==> src/rtl/mem_pkg.sv <==
// Shared memory-path types: mem_manager state, arbiter FSM state and access
// size encodings, plus small helpers used by the arbiter.
package mem_pkg;

  typedef enum logic [1:0] {
    IDLE  = 2'd0,
    READ  = 2'd1,
    WRITE = 2'd2,
    WAIT  = 2'd3
  } state_t;

  typedef enum logic [2:0] {
    ARB_IDLE     = 3'd0,
    ISSUE        = 3'd1,
    BUSY         = 3'd2,
    RMW_ISSUE_WR = 3'd3,
    RMW_BUSY_WR  = 3'd4,
    DONE         = 3'd5
  } arb_state_t;

  localparam logic [1:0] SIZE_B = 2'b00;
  localparam logic [1:0] SIZE_H = 2'b01;
  localparam logic [1:0] SIZE_W = 2'b10;

  // Size 2'b11 falls into the word case everywhere.
  function automatic logic is_misaligned(input logic [1:0] size, input logic [1:0] lo);
    logic mis;
    case (size)
      SIZE_B:  mis = 1'b0;
      SIZE_H:  mis = lo[0];
      default: mis = (lo != 2'b00);
    endcase
    return mis;
  endfunction

  function automatic logic is_subword(input logic [1:0] size);
    return (size == SIZE_B) || (size == SIZE_H);
  endfunction

endpackage

==> src/rtl/mem_arbiter_ls_align.sv <==
// Lane handling for sub-word accesses: extract and extend a loaded lane, and
// merge store data into the previously read word for read-modify-write.
module ls_align
  import mem_pkg::*;
(
  input  logic [31:0] word_i,
  input  logic [1:0]  addr_lo_i,
  input  logic [1:0]  size_i,
  input  logic        unsigned_i,
  input  logic [31:0] wdata_i,
  output logic [31:0] load_o,
  output logic [31:0] merge_o
);

  logic [4:0]  byte_pos;
  logic [4:0]  half_pos;
  logic [7:0]  byte_sel;
  logic [15:0] half_sel;

  assign byte_pos = {addr_lo_i, 3'b000};
  assign half_pos = {addr_lo_i[1], 4'b0000};
  assign byte_sel = word_i[byte_pos +: 8];
  assign half_sel = word_i[half_pos +: 16];

  always_comb begin
    load_o  = word_i;
    merge_o = wdata_i;
    case (size_i)
      SIZE_B: begin
        load_o  = {{24{~unsigned_i & byte_sel[7]}}, byte_sel};
        merge_o = word_i;
        merge_o[byte_pos +: 8] = wdata_i[7:0];
      end
      SIZE_H: begin
        load_o  = {{16{~unsigned_i & half_sel[15]}}, half_sel};
        merge_o = word_i;
        merge_o[half_pos +: 16] = wdata_i[15:0];
      end
      default: ;
    endcase
  end

endmodule

==> src/rtl/mem_arbiter.sv <==
// Arbitrates fetch vs load/store requests onto mem_manager, one word
// transaction at a time, with RMW for sub-word stores and load extension.
module mem_arbiter
  import mem_pkg::*;
#(
  parameter bit FETCH_PRIORITY = 1'b0
) (
  input  logic        clk,
  input  logic        rst,
  input  logic        if_req,
  input  logic [31:0] if_addr,
  output logic        if_ack,
  output logic [31:0] if_instr,
  input  logic        dm_read,
  input  logic        dm_write,
  input  logic [31:0] dm_addr,
  input  logic [31:0] dm_wdata,
  input  logic [1:0]  dm_size,
  input  logic        dm_unsigned,
  output logic        dm_ack,
  output logic [31:0] dm_rdata,
  output logic        dm_misaligned,
  output logic        cpu_stall,
  output logic [31:0] mm_addr,
  output logic [31:0] mm_wdata,
  output logic        mm_read,
  output logic        mm_write,
  output logic        mm_data_en,
  output logic        mm_instr_en,
  input  state_t      mm_state,
  input  logic [31:0] mm_rdata,
  output arb_state_t  dbg_state
);

  // Handshake: a requester holds its request until the matching one-cycle ack.
  // Towards mem_manager, mm_read/mm_write are held in ISSUE until mm_state
  // leaves IDLE; completion is mm_state returning to IDLE while in BUSY.

  arb_state_t  state_q, state_d;
  logic        fetch_q, fetch_d;
  logic        write_q, write_d;
  logic        rmw_q, rmw_d;
  logic        misal_q, misal_d;
  logic [31:0] addr_q, addr_d;
  logic [31:0] wdata_q, wdata_d;
  logic [1:0]  size_q, size_d;
  logic        uns_q, uns_d;
  logic [31:0] word_q, word_d;

  logic        dm_req;
  logic        pick_fetch;
  logic        dm_mis;
  logic [31:0] load_data;
  logic [31:0] merged_word;

  assign dm_req     = dm_read | dm_write;
  assign pick_fetch = if_req & (~dm_req | FETCH_PRIORITY);
  assign dm_mis     = is_misaligned(dm_size, dm_addr[1:0]);
  assign dbg_state  = state_q;

  ls_align u_align (
    .word_i     (word_q),
    .addr_lo_i  (addr_q[1:0]),
    .size_i     (size_q),
    .unsigned_i (uns_q),
    .wdata_i    (wdata_q),
    .load_o     (load_data),
    .merge_o    (merged_word)
  );

  always_ff @(posedge clk or posedge rst) begin
    if (rst) begin
      state_q <= ARB_IDLE;
      fetch_q <= 1'b0;
      write_q <= 1'b0;
      rmw_q   <= 1'b0;
      misal_q <= 1'b0;
      addr_q  <= '0;
      wdata_q <= '0;
      size_q  <= SIZE_B;
      uns_q   <= 1'b0;
      word_q  <= '0;
    end else begin
      state_q <= state_d;
      fetch_q <= fetch_d;
      write_q <= write_d;
      rmw_q   <= rmw_d;
      misal_q <= misal_d;
      addr_q  <= addr_d;
      wdata_q <= wdata_d;
      size_q  <= size_d;
      uns_q   <= uns_d;
      word_q  <= word_d;
    end
  end

  always_comb begin
    state_d = state_q;
    fetch_d = fetch_q;
    write_d = write_q;
    rmw_d   = rmw_q;
    misal_d = misal_q;
    addr_d  = addr_q;
    wdata_d = wdata_q;
    size_d  = size_q;
    uns_d   = uns_q;
    word_d  = word_q;
    case (state_q)
      ARB_IDLE: begin
        if (if_req | dm_req) begin
          // A simultaneous read+write is handled as a write.
          fetch_d = pick_fetch;
          write_d = ~pick_fetch & dm_write;
          addr_d  = pick_fetch ? if_addr : dm_addr;
          wdata_d = pick_fetch ? 32'h0 : dm_wdata;
          size_d  = pick_fetch ? SIZE_W : dm_size;
          uns_d   = ~pick_fetch & dm_unsigned;
          misal_d = ~pick_fetch & dm_mis;
          rmw_d   = ~pick_fetch & dm_write & is_subword(dm_size) & ~dm_mis;
          word_d  = '0;
          state_d = (~pick_fetch & dm_mis) ? DONE : ISSUE;
        end
      end
      ISSUE: begin
        if (mm_state != IDLE) state_d = BUSY;
      end
      BUSY: begin
        if (mm_state == IDLE) begin
          if (~write_q | rmw_q) word_d = mm_rdata;
          state_d = rmw_q ? RMW_ISSUE_WR : DONE;
        end
      end
      RMW_ISSUE_WR: begin
        if (mm_state != IDLE) state_d = RMW_BUSY_WR;
      end
      RMW_BUSY_WR: begin
        if (mm_state == IDLE) state_d = DONE;
      end
      DONE: begin
        state_d = ARB_IDLE;
      end
      default: state_d = ARB_IDLE;
    endcase
  end

  always_comb begin
    if_ack        = 1'b0;
    if_instr      = '0;
    dm_ack        = 1'b0;
    dm_rdata      = '0;
    dm_misaligned = 1'b0;
    mm_addr       = '0;
    mm_wdata      = '0;
    mm_read       = 1'b0;
    mm_write      = 1'b0;
    mm_data_en    = 1'b0;
    mm_instr_en   = 1'b0;
    case (state_q)
      ISSUE, BUSY: begin
        mm_addr     = {addr_q[31:2], 2'b00};
        mm_instr_en = fetch_q;
        mm_data_en  = ~fetch_q;
        mm_wdata    = (write_q & ~rmw_q) ? wdata_q : 32'h0;
        if (state_q == ISSUE) begin
          // The first leg of a sub-word store is a read of the old word.
          mm_read  = ~write_q | rmw_q;
          mm_write = write_q & ~rmw_q;
        end
      end
      RMW_ISSUE_WR, RMW_BUSY_WR: begin
        mm_addr    = {addr_q[31:2], 2'b00};
        mm_data_en = 1'b1;
        mm_wdata   = merged_word;
        mm_write   = (state_q == RMW_ISSUE_WR);
      end
      DONE: begin
        if_ack        = fetch_q;
        if_instr      = fetch_q ? word_q : 32'h0;
        dm_ack        = ~fetch_q;
        dm_misaligned = ~fetch_q & misal_q;
        dm_rdata      = (~fetch_q & ~write_q & ~misal_q) ? load_data : 32'h0;
      end
      default: ;
    endcase
  end

  assign cpu_stall = (if_req | dm_read | dm_write) & ~(if_ack | dm_ack);

endmodule
==> config.mk <==
export PLATFORM = sky130hd
export DESIGN_NAME = mem_arbiter
export DESIGN_NICKNAME = d
export VERILOG_FILES = /design/src/rtl/mem_pkg.sv /design/src/rtl/mem_arbiter_ls_align.sv /design/src/rtl/mem_arbiter.sv
export SDC_FILE = /design/constraint.sdc
export NUM_CORES = 1
export LEC_CHECK = 0
export ABC_AREA = 0
export CAP_MARGIN = 20
export CORE_MARGIN = 2
export CORE_UTILIZATION = 45
export DETAILED_ROUTE_END_ITERATION = 12
export PLACE_DENSITY_LB_ADDON = 0.25
export SYNTH_ARGS = -nofsm -noshare
export SYNTH_HDL_FRONTEND = slang
export SYNTH_SLANG_ARGS = --single-unit
==> constraint.sdc <==
create_clock -name clk -period 5.1 [get_ports clk]
set_clock_uncertainty 0.15 [all_clocks]
set_input_delay 1.275 -clock clk [delete_from_list [all_inputs] [get_ports clk]]
set_output_delay 1.275 -clock clk [all_outputs]
set_load 0.005 [all_outputs]
==> impl_metrics.tcl, run 1 <==
set metrics [dict create \
    synth_largest_area_cell "dfrtp_1" \
    ys_seq_area_share_pct 37.21 \
    cts_tree "done" \
    worstPathMaxFanout 17 \
    cts_hold_buf 0 \
    clk_path_buf_depth 2 \
    port_buffers 274 \
    fin_nets 1257 \
    end_kind "output pin" \
    fillers 1383 \
    via_count 7439 \
    grt_overflow 0 \
    holdWs_ns 0.3201 \
    max_stage_delay_ns 0.72 \
    setup_viol 0 \
    worstMarginPinSlew_ns 0.9292 \
    critical_path_arrival_ns 3.31 \
    placeableCoreArea_um2 15660 \
    cts.reportedPaths.clkPinSlew_ns 0.07 \
    syn-mean-instance-area_um2 8.027 \
    rsz0062_at_grt "no" \
    place.gp.congestion 0.9060 \
    ioPinCount 277 \
    fin_tns_setup_ns 0 \
    cp_cell_sequence "nand3b_1 > or4_1 > a221o_1 > a21oi_1 > clkdlybuf4s50_1" \
    wl_per_cell_um 18.42 \
    die_y_um 129.9 \
    synthFlopType "dfrtp_1" \
    drc_errors 0 \
    fin_cells 1335 \
    antenna_left 0 \
    drt_iter0_markers 529 \
    cts_buffers 9 \
    synth_top_area_share_pct 37.21 \
    drv_slew 0 \
    synth_edf_count 0 \
    worst-path-buf-inv 1 \
    fin_crit_sh_pct 92.80 \
    crit_slowest_cell "or4_1" \
    grt_max_degree 65 \
    cp_top_family "simple AND/OR/NAND/NOR gates" \
    ys_types 60 \
    yosys-top-cells-count "nand2_1 (183), dfrtp_1 (106), o21ai_0 (88)" \
    r2r_slack_ns 2.47 \
    die_w_um 129.9 \
    start_util_pct 45.53 \
    antenna_found_initial 0 \
    hold_viol_final 0 \
    crit_type "register to output pin" \
    yosys.cell_count.top_type "nand2_1" \
    clkLatencyLatePin_ns 0.36 \
    status "complete, no violations" \
    diodes 0 \
    clock-sinks 106 \
    grt_pass1_vias 6970 \
    power.density_nw_per_um2 532.0 \
    critPathLaunchType "register" \
    dr.pass1.iters 5 \
    post_cts_buffers 0 \
    gr-usage-all-layers_pct 29.12 \
    synthArstFlopShare_pct 100.0 \
    slew_headroom_pct 38.06 \
    placed_area_um2 10020 \
    ys_seq_elements 106 \
    dp_cells 1319 \
    via_per_inst 5.572 \
    hold_path.class "register to register" \
    drt-total-wl_mm 24.59 \
    stdcell_area_um2 10350 \
    num_rows 46 \
    die_area_um2 16860 \
    p_leak_nw 4.146 \
    ys_warn_count 0 \
    synthCells 888 \
    fmax_mhz 211.3 \
    drive_above_1_share_pct 7.149 \
    synthTopCellsByArea "dfrtp_1 (37%), nand2_1 (9.6%), o21ai_0 (6.2%)" \
    critical_path_required_ns 3.67 \
    root_buffer "clkbuf_16" \
    area_growth_pct 45.18 \
    irDropWorstVdd_v 0.0004029 \
    post_cts_resized 0 \
    hpwl_mm 18.41 \
    cts.htree.levels 3 \
    syn_area_um2 7128 \
    fin_crit_ns 4.733 \
    grt_pass1_wl_mm 37.89 \
    cap_violations 0 \
    final_core_util_pct 66.10 \
]
## cells by family after synthesis
family	count (synthesis)	synth area share, %
buffers and inverters	114	6.600
AND/OR/NAND/NOR	383	26.00
AO/OA/AOI/OAI	229	21.22
other	1	0.05261
XOR/XNOR	2	0.2458
flip-flops	106	37.21
adder cells (fa/ha/maj)	5	0.8777
multiplexers	48	7.794
## cells in the final DEF (no fill, tap or decap), drive strengths merged, types with 5 or more instances in the layout
cell type,n
a221o,19
clkbuf,10
dfrtp,106
ha,5
nor3b,11
o21ai,88
and2,66
o21a,5
nor3,17
mux2i,33
a21oi,48
mux2,10
nor2,25
buf,20
a221oi,5
inv,34
nand2,183
nor4,5
mux4,5
a22oi,9
o22ai,7
nand3,44
a22o,7
a21o,5
a31oi,5
o2111ai,5
nand2b,7
o2bb2ai,7
clkdlybuf4s50,274
a2111oi,9
## cell type report
class | count | area [um^2] | area share, %
timing repair buffer | 294 | 2913 | 28.15
multi-input combinational | 669 | 4054 | 39.17
sequential | 106 | 2654 | 25.64
clock buffer | 10 | 239.0 | 2.309
inverter | 34 | 130.1 | 1.257
tap | 216 | 270.3 | 2.612
clock inverter | 6 | 88.84 | 0.8584
## final timing paths
check                                    startpoint                      to  depth (start not counted)
max                        dbg_state[0]$_DFFE_PP0P_            dm_rdata[16]                          5
min in group asynchronous                       rst   addr_q[5]$_DFFE_PP0P_                          2
min                          addr_q[16]$_DFFE_PP0P_  addr_q[16]$_DFFE_PP0P_                          2
max reg2reg                dbg_state[2]$_DFFE_PP0P_   addr_q[6]$_DFFE_PP0P_                          7
max in group asynchronous                       rst  word_q[20]$_DFFE_PP0P_                          3
min reg2reg                  addr_q[16]$_DFFE_PP0P_  addr_q[16]$_DFFE_PP0P_                          2
## per-layer routing
| metal | global-route usage, % | wire length, um | vias up |
|---|---|---|---|
| li1 | - | - | 3555 |
| met2 | 49.28 | 12000 | 342 |
| met4 | 10.94 | 770 | 0 |
| met3 | 6.109 | 2201 | 49 |
| met1 | 36.80 | 9612 | 3493 |
| met5 | 0 | 0 | - |
## power breakdown
group,leakage (nW),internal (W),switching [W],total (W)
registers,1.36,0.00121,0.000533,0.00174
logic,2.63,0.00143,0.00155,0.00298
clock network,0.155,0.000445,0.000339,0.000784
## stage by stage
stage          total power [W]  worst slack [ns]
5_1_grt               0.005893            0.2203
6_report              0.005506            0.3675
4_1_cts               0.005499            0.4103
3_5_place_dp          0.004704            0.8106
2_1_floorplan         0.003293            0.8861
3_3_place_gp          0.004629            0.9039
## sequential cells by signal, indices dropped and copies added (netlist names)
register	count
addr_q	32
misal_q	1
dbg_state	3
wdata_q	32
fetch_q	1
size_q	2
rmw_q	1
write_q	1
uns_q	1
word_q	32
## worst min-delay path, stage by stage, from the launching register on
cell,delay [ns]
dfrtp_1,0.34
nand2_1,0.04
o21ai_0,0.06
Note: power is estimated with default switching activity, not from simulation.
==> inputs of run 2 (changes only) <==
- ABC_AREA: 0 -> unset
- CORE_ASPECT_RATIO: unset -> 1.4
==> impl_metrics.tcl, run 2 (synthesis gave the netlist of run 1 again) <==
set metrics [dict create \
    reg_top3 "addr_q: 32 flops, wdata_q: 32 flops, word_q: 32 flops" \
    drt-total-wl_mm 24.93 \
    status "complete, no violations" \
    clkLatencyLatePin_ns 0.35 \
    ioPinCount 277 \
    grt_overflow 0 \
    min_path_cells 2 \
    via_count 7455 \
    critPathLaunchType "register" \
    grt_pass1_wl_mm 38.29 \
    end_kind "output pin" \
    crit_type "register to output pin" \
    antenna_left 0 \
    power.density_nw_per_um2 525.5 \
    rr_startpoint "dbg_state[0]$_DFFE_PP0P_" \
    placed_area_um2 9996 \
    die_y_um 152.9 \
    wl_per_cell_um 18.94 \
    gr-usage-all-layers_pct 29.32 \
    placeableCoreArea_um2 15540 \
    r2r_cells 5 \
    stdcell_area_um2 10280 \
    die_w_um 110.4 \
    critical_path_required_ns 3.67 \
    fillers 1359 \
    dr.pass1.iters 5 \
    crit_slowest_cell "a221o_1" \
    max_stage_delay_ns 0.81 \
    holdCritStartpoint "addr_q[16]$_DFFE_PP0P_" \
    hpwl_mm 18.85 \
    drc_errors 0 \
    fmax_mhz 217.8 \
    multi_input_area_um2 4054 \
    fin_crit_ns 4.591 \
    die_area_um2 16880 \
    p_leak_nw 4.128 \
    fin_tns_setup_ns 0 \
    layout_common_cells "clkdlybuf4s50_1 (274), nand2_1 (182), dfrtp_1 (105)" \
    worstPathMaxFanout 27 \
    via_per_inst 5.665 \
    post_cts_buffers 0 \
    critical_path_arrival_ns 3.17 \
    layout_commonest_cell "clkdlybuf4s50_1" \
    worstReg2RegEnd "word_q[0]$_DFFE_PP0P_" \
    cts.htree.levels 3 \
    regArea_um2 2654 \
    hold_path.class "register to register" \
    fin_cells 1316 \
    crit_path_start "size_q[1]$_DFFE_PP0P_" \
    dp_cells 1300 \
    r2r_slack_ns 2.54 \
    cts_buffers 9 \
    setup_viol 0 \
    cts.reportedPaths.clkPinSlew_ns 0.08 \
    port_buffers 274 \
    num_rows 54 \
    clk_path_buf_depth 2 \
    whs_endpoint "addr_q[16]$_DFFE_PP0P_" \
    area_growth_pct 44.27 \
    fin_nets 1258 \
    cts_hold_buf 0 \
    worstMarginPinSlew_ns 0.8909 \
    cts_tree "done" \
    worst-path-buf-inv 2 \
    irDropWorstVdd_v 0.0002843 \
    grt_pass1_vias 7229 \
    place.gp.congestion 0.9158 \
    post_cts_resized 0 \
    antenna_found_initial 0 \
    hold_viol_final 0 \
    drt_iter0_markers 534 \
    cap_violations 0 \
    cp_cell_sequence "clkinv_1 > a221o_1 > a21oi_1 > clkdlybuf4s50_1" \
    holdWs_ns 0.3218 \
    drive_above_1_share_pct 7.232 \
    rsz0062_at_grt "no" \
    fin_crit_sh_pct 90.01 \
    root_buffer "clkbuf_16" \
    start_util_pct 45.87 \
    cp_top_family "buffers and inverters" \
    clock-sinks 106 \
    grt_max_degree 68 \
    slew_headroom_pct 40.61 \
    diodes 0 \
    drv_slew 0 \
]
## run 2: changes by cell type in the layout (fill, tap and decap cells not counted)
| cell | before | now |
|---|---|---|
| inv_8 | 0 | 1 |
| buf_4 | 18 | 20 |
| bufinv_16 | 2 | 0 |
| clkinv_4 | 0 | 1 |
| buf_8 | 1 | 0 |
## run 2: how the worst max path moves through the flow
stage | to | depth (start not counted)
after floorplan | addr_q[0]$_DFFE_PP0P_ | 1
after global placement | dm_rdata[19] | 6
after detailed placement | dm_rdata[20] | 6
after CTS | dm_rdata[20] | 6
after global routing | dm_rdata[20] | 6
final | dm_rdata[20] | 4
## run 2: report_power, final
group          switching (W)  internal (W)
combinational        0.00157       0.00140
clock               0.000348      0.000351
sequential          0.000525       0.00121
## run 2: routing by layer
layer	track usage (%)	wire length, um	vias to the layer above
li1	-	-	3543
met4	18.81	1575	0
met3	6.439	2335	89
met2	50.25	12480	416
met1	31.82	8538	3407
met5	0	0	-
## run 2: final cells by class
cell class                      instances  share of cell area, %
Sequential cell                       106                  25.81
Timing Repair Buffer                  295                  28.32
Multi-Input combinational cell        669                  39.42
Inverter                               34                  1.265
Tap cell                              196                  2.385
Clock inverter                          6                 0.4745
Clock buffer                           10                  2.324
## run 2: per-stage QoR
step	util [%]	power, W	setup WS [ns]
global route	66.18	0.005784	0.3746
CTS	66.18	0.005395	0.5318
finish	66.18	0.005404	0.5094
floorplan	-	0.003293	0.8861
detailed placement	64.32	0.004684	0.9329
global placement	64.32	0.004620	0.9974
## run 2: worst register-to-register path, delay by kind of cell (launching register included)
family / cells / cell delay (ns)
AO/OA/AOI/OAI: 2 / 0.86
buffers and inverters: 2 / 0.70
flip-flops: 1 / 0.65
AND/OR/NAND/NOR: 1 / 0.08
